$ cat src/rtl/fifo_pkg.sv
// Shared async-FIFO pointer types and Gray/binary helpers for the read and write controllers.
package fifo_pkg;

  localparam int unsigned DEF_ADDRSIZE = 4;

  typedef logic [DEF_ADDRSIZE:0] ptr_t;

  function automatic ptr_t bin2gray(input ptr_t b);
    return (b >> 1) ^ b;
  endfunction

  // XOR prefix from the MSB down, done in log2 doubling steps
  function automatic ptr_t gray2bin(input ptr_t g);
    ptr_t b;
    b = g;
    for (int unsigned s = 1; s <= DEF_ADDRSIZE; s = s << 1) begin
      b = b ^ (b >> s);
    end
    return b;
  endfunction

endpackage

$ cat src/rtl/gray2bin_conv.sv
// Combinational Gray-to-binary converter of parameterised width.
module gray2bin_conv #(
  parameter int unsigned W = 5
) (
  input  logic [W-1:0] i_gray,
  output logic [W-1:0] o_bin_c
);

  // Each binary bit is the XOR of all Gray bits at and above it
  for (genvar i = 0; i < W; i++) begin : g_bit
    assign o_bin_c[i] = ^i_gray[W-1:i];
  end

endmodule

$ cat src/rtl/rptr_empty_ctrl.sv
// Async FIFO read-side controller: binary/Gray read pointers, registered empty,
// fill level, almost-empty and sticky underflow, all in the rclk domain.
module rptr_empty_ctrl
  import fifo_pkg::*;
#(
  parameter int unsigned ADDRSIZE  = DEF_ADDRSIZE,
  parameter int unsigned AE_THRESH = 2
) (
  input  logic                rclk,
  input  logic                rrst_n,
  input  logic                rinc,
  input  logic                rclr_err,
  input  logic [ADDRSIZE:0]   rq2_wptr,
  output logic [ADDRSIZE-1:0] raddr,
  output logic [ADDRSIZE:0]   rptr,
  output logic                rempty,
  output logic                ralmost_empty,
  output logic [ADDRSIZE:0]   rcount,
  output logic                runderflow
);

  localparam int unsigned PW = ADDRSIZE + 1;
  localparam logic [ADDRSIZE:0] AE_LIMIT = PW'(AE_THRESH);

  logic [ADDRSIZE:0] r_bin;
  logic [ADDRSIZE:0] r_ptr;
  logic [ADDRSIZE:0] r_count;
  logic              r_empty;
  logic              r_almost_empty;
  logic              r_underflow;

  logic              w_pop;
  logic              w_underflow;
  logic [ADDRSIZE:0] w_binnext;
  logic [ADDRSIZE:0] w_graynext;
  logic [ADDRSIZE:0] w_wbin;
  logic [ADDRSIZE:0] w_level;

  // Pop is gated by the registered empty so a read on empty never moves the pointer
  assign w_pop       = rinc & ~r_empty;
  assign w_underflow = rinc & r_empty;
  assign w_binnext   = r_bin + PW'(w_pop);
  assign w_graynext  = (w_binnext >> 1) ^ w_binnext;

  gray2bin_conv #(.W(PW)) u_wptr_g2b (
    .i_gray  (rq2_wptr),
    .o_bin_c (w_wbin)
  );

  // Modular difference handles pointer wrap; a full lap gives 2**ADDRSIZE
  assign w_level = w_wbin - w_binnext;

  always_ff @(posedge rclk or negedge rrst_n) begin
    if (!rrst_n) begin
      r_bin          <= '0;
      r_ptr          <= '0;
      r_count        <= '0;
      r_empty        <= 1'b1;
      r_almost_empty <= 1'b1;
      r_underflow    <= 1'b0;
    end else begin
      r_bin          <= w_binnext;
      r_ptr          <= w_graynext;
      r_count        <= w_level;
      r_empty        <= (w_graynext == rq2_wptr);
      r_almost_empty <= (w_level <= AE_LIMIT);
      // New underflow takes priority over a same-cycle clear
      if (w_underflow) begin
        r_underflow <= 1'b1;
      end else if (rclr_err) begin
        r_underflow <= 1'b0;
      end
    end
  end

  assign raddr         = r_bin[ADDRSIZE-1:0];
  assign rptr          = r_ptr;
  assign rempty        = r_empty;
  assign ralmost_empty = r_almost_empty;
  assign rcount        = r_count;
  assign runderflow    = r_underflow;

endmodule
$ cat config.mk
export PLATFORM = sky130hd
export DESIGN_NAME = rptr_empty_ctrl
export DESIGN_NICKNAME = d
export VERILOG_FILES = /design/src/rtl/fifo_pkg.sv /design/src/rtl/gray2bin_conv.sv /design/src/rtl/rptr_empty_ctrl.sv
export SDC_FILE = /design/constraint.sdc
export NUM_CORES = 1
export LEC_CHECK = 0
export BUFFER_PORTS_ARGS = -buffer_cell sky130_fd_sc_hd__buf_2
export CAP_MARGIN = 0
export CORE_ASPECT_RATIO = 0.9
export CORE_UTILIZATION = 54
export CTS_CLUSTER_DIAMETER = 40
export DETAILED_ROUTE_END_ITERATION = 7
export PLACE_DENSITY = 0.82
export SLEW_MARGIN = 15
export SYNTH_ARGS = -nofsm -noshare
export SYNTH_HDL_FRONTEND = slang
export SYNTH_SLANG_ARGS = --single-unit
$ cat constraint.sdc
create_clock -name rclk -period 3.55 [get_ports rclk]
set_input_delay 0.71 -clock rclk [delete_from_list [all_inputs] [get_ports rclk]]
set_output_delay 0.71 -clock rclk [all_outputs]
set_load 0.01 [all_outputs]
* Yosys cells after proc, flatten, opt, wreduce, memory -nomap -nowiden
Index checks and enable logic that the tools add are counted. W data, S select, Z words.
Storage, ports and cells: register bits 18, output and inout bits 17, logic and storage cells 21, bits of input ports 9
Cells by class: reductions and logical operators 5, add/sub/neg operators 2, multiplexer cells 2, bitwise operators 4, magnitude comparators 1, equality and inequality tests 1
Operators with widths (number):
- $add A5 B1 Y5 | 1
- $eq A5 B5 Y1 | 1
- $le A5 B2 Y1 const B | 1
- $reduce_xor A5 Y1 | 1
- $sub A5 B5 Y5 | 1
- $xor A4 B5 Y5 | 1
- $reduce_xor A4 Y1 | 1
- $reduce_xor A3 Y1 | 1
- $and A1 B1 Y1 | 2
- $mux W1 | 2
- $reduce_bool A2 Y1 | 1
- $reduce_xor A2 Y1 | 1
- $not A1 Y1 | 1

* Logic depth before layout (Yosys ltp)
word-level depth 5, mapped depth 10, depth with buffers taken out 10

* Modules after synthesis
Synthesis repeated with hierarchy kept, for this count alone.
Second synthesis, totals: cell total of the unflattened synthesis 84, area, all modules 993.5 sq um
Modules (own cells, without submodules):
- rptr_empty_ctrl | sequential area each 427.9 sq um, instances 1, area each 920.9 sq um, cells each 78
- gray2bin_conv | sequential area each 0.0 sq um, instances 1, area each 72.6 sq um, cells each 6

* Worst setup path after synthesis
No wires, ideal clock.
kind input port to flip-flop, start point in rinc, end point reg r_almost_empty, in the netlist ralmost_empty, path slack 0.968 ns, stages 9, data required time 3.469 ns, path buffers 0, arrival time 2.501 ns, setup time 0.081 ns, cell sequence nor2b_1 -> ha_1 -> ha_1 -> xnor2_1 -> ha_1 -> a21o_1 -> xor2_1 -> or3_1 -> a32oi_1
On the way: cells in the longest elaborated chain, start to end 4
RTL lines:
- from (decl) | RTL line rptr_empty_ctrl.sv:11 | input logic rinc,
- $and A1 B1 Y1 | RTL line rptr_empty_ctrl.sv:40 | assign w_pop = rinc & ~r_empty;
- $add A5 B1 Y5 | RTL line rptr_empty_ctrl.sv:42 | assign w_binnext = r_bin + PW'(w_pop);
- $sub A5 B5 Y5 | RTL line rptr_empty_ctrl.sv:51 | assign w_level = w_wbin - w_binnext;
- $le A5 B2 Y1 | RTL line rptr_empty_ctrl.sv:66 | r_almost_empty <= (w_level <= AE_LIMIT);
- to (signal assigned) | RTL line rptr_empty_ctrl.sv:66
- to (decl) | RTL line rptr_empty_ctrl.sv:29 | logic r_almost_empty;
No other way between the ends. A chain may end at the register's enable or synchronous reset.

* Worst setup path after layout
Ends and elaborated chain as after synthesis.

==> results.yml <==
power_and_ir_drop:
  power.density_nw_per_um2: 1136
  ir_worst_vdd_mv: 0.6299
  p_leak_uw: 0.0005367
worst_hold_path:
  min_path_type: "input port to asynchronous set/reset pin"
timing:
  min_period_ps: 2575
  drv_slew: 0
  tightestPinTransition_ps: 527.7
  slew_headroom: 0.6457
  period_share: 0.7254
  rsz0062_at_grt: "no"
  layout_setup_ws_ps: 974.9
  hold_violations: 0
  setup_viol: 0
  fin_setup_tns_ps: 0
  max_freq_mhz: 388.3
  skew_ps: 6.195
critical_path:
  crit_buf_inv: 1
  worstSetupEndpointType: "flop"
  cp_max_fo: 4
  crit_arrival_ps: 2800
  cp_slowest_cell: "xnor2_1"
  path_delay_family: "adder cells"
  startpoint_type: "input port"
  critical_path_class: "input port to flop"
  worstPathCellList: "buf_2 -> nor2b_1 -> ha_1 -> ha_1 -> xnor2_1 -> ha_1 -> a21o_1 -> xor2_1 -> or3_1 -> a32oi_1"
  slowest_delay_ps: 400
  crit_top_cell: "ha_1"
  worstPathRequired_ps: 3780
cts:
  cts_root_buf: "clkbuf_4"
  clkTransAtPathRegs_ps: 100
  cts_buffers: 3
  htree_levels: 1
  clk_latency_ps: 290
  cts_tree: "built"
  ctsLongestPathBuffers: 2
  cts_setup_buffers: 0
  cts.sinks: 17
  cts_hold_buf: 0
  post_cts_resized: 0
placed_design:
  port_buffers: 25
  place_ws_ps: 655.8
  hpwl_mm: 1.243
  dp_cells: 125
  place.gp.congestion: 0.7948
drt:
  detail_route.wl_per_cell_um: 12.36
  routed_via_density: 4.868
  drc: 0
  ant_nets: 0
  vias: 628
  wl_mm: 1.595
  drtPass1Iterations: 3
  drt_iter0_drc: 9
global_route:
  grt.overflow.total: 0
  grt_max_degree: 18
  grt_usage: 0.2027
  grt_pass1_vias: 564
  grt_first_pass_wirelength_mm: 2.497
  antenna_found_initial: 0
logic_synthesis:
  synth.avg_cell_area_um2: 11.78
  synth-warning-count: 0
  synthesis.area_um2: 930.9
  yosysSeqAreaShare: 0.4597
  ys_types: 27
  syn_nets: 94
  ys_ff_latch: 17
  syn_inst: 79
floorplan:
  row_count: 13
  core-area_um2: 1529
  initial_utilization: 0.6088
  ioPinCount: 26
  die_area_um2: 1894
  die_x_um: 45.77
  fp.dieH_um: 41.39
job:
  maxCapViolCount: 0
layout:
  layout_commonest_cell: "buf_2"
  nFillCells: 120
  fin_cells: 129
  layout-area-overhead-vs-synth_pct: 18.95
  n_antenna_cell: 0
  mostFrequentLayoutCells: "buf_2, dfrtp_1, xnor2_1"
  drive_gt1_frac: 0.3458
  fin_nets: 123
run_status:
  status: "finished, final reports clean"
[stage by stage]
step / total power [µW] / hold slack (ps) / area (µm²) / utilization
after floorplan: 953.8 / 414.4 / 930.9 / -
after detailed placement: 1154 / 546.9 / 1080 / 0.7062
final: 1257 / 314.0 / 1107 / 0.7242
after global placement: 1128 / 513.3 / 1080 / 0.7062
after CTS: 1263 / 323.8 / 1107 / 0.7242
after global routing: 1367 / 335.1 / 1107 / 0.7242
[state kept, by name, summed over array words and instances, names as in the netlist]
| register | cells |
|---|---|
| r_bin | 5 |
| ralmost_empty | 1 |
| rcount | 5 |
| rempty | 1 |
| rptr | 4 |
| runderflow | 1 |
[report_power, final]
| group | total (µW) | internal [µW] | switching [µW] |
|---|---|---|---|
| clock network | 104 | 42.0 | 61.8 |
| logic | 814 | 356 | 458 |
| registers | 340 | 301 | 38.7 |
[cell usage after synthesis]
cell,n,area [µm²]
a21o_1,2,15.01
a21oi_4,1,16.27
a31oi_1,1,6.260
a32oi_1,1,8.760
and3_1,1,6.260
clkbuf_1,1,3.750
dfrtp_1,15,375.4
dfstp_2,2,52.55
ha_1,6,75.07
inv_1,7,26.28
inv_4,1,6.260
maj3_2,1,11.26
mux2i_1,1,10.01
nand2_1,1,3.750
nand3_1,2,10.01
nand4b_1,2,17.52
nor2_1,1,3.750
nor2b_1,2,12.51
nor3_1,3,15.01
o211ai_1,1,7.510
o21a_1,1,7.510
o21ai_0,2,10.01
or3_1,1,6.260
xnor2_1,11,96.34
xnor2_2,2,32.53
xor2_1,9,78.83
xor2_2,1,16.27
[final cells by class]
cell class	instances	area, µm²	area share
clock buffers	3	22.52	0.02034
clock inverters	1	5.005	0.004520
inverters	8	32.53	0.02938
multi-input cells	53	466.7	0.4215
flip-flops and latches	17	427.9	0.3864
well taps	22	27.53	0.02486
repair buffers	25	125.1	0.1130
[worst register-to-register path, cell delays in order, from the launching register on]
cell and delay, ps:
dfstp_2 550, nor2b_1 50, ha_1 200, ha_1 210
xnor2_1 400, ha_1 300, a21o_1 200, xor2_1 80
or3_1 320, a32oi_1 160
[routing by layer]
metal | share of wire | wire [µm] | track usage | vias up
li1 | - | - | - | 317
met4 | 0.014 | 22 | 0.08824 | 0
met1 | 0.47 | 757 | 0.2466 | 288
met5 | 0 | 0 | 0 | -
met3 | 0.046 | 74 | 0.06466 | 4
met2 | 0.46 | 741 | 0.3357 | 19
[cell families (layout without fill, tap and decap cells)]
kind of cell               after synthesis  count (layout)  share of synthesized area
xor gates and xnor gates                23              23                     0.2406
DFF                                     17              17                     0.4597
and+or+nand+nor                         13              13                    0.08064
AOI/OAI and AO/OA                        9               9                    0.07663
buffers and inverters                    9              37                    0.03898
adders and majority gates                7               7                    0.09274
muxes                                    1               1                    0.01075
[path summary, 6_finish.rpt]
check / from / to / slack [ps] / depth (start not counted)
worst max-delay path: rinc / ralmost_empty / 970 / 10
worst min register to register: rempty / runderflow / 540 / 2
min in group rclk: rempty / runderflow / 540 / 2
worst max register to register: rempty / ralmost_empty / 1030 / 9
worst min-delay path: rrst_n / r_bin[2] / 310 / 1
max in group asynchronous: rrst_n / rempty / 2920 / 1
No activity file was read; power rests on OpenSTA's default activity.
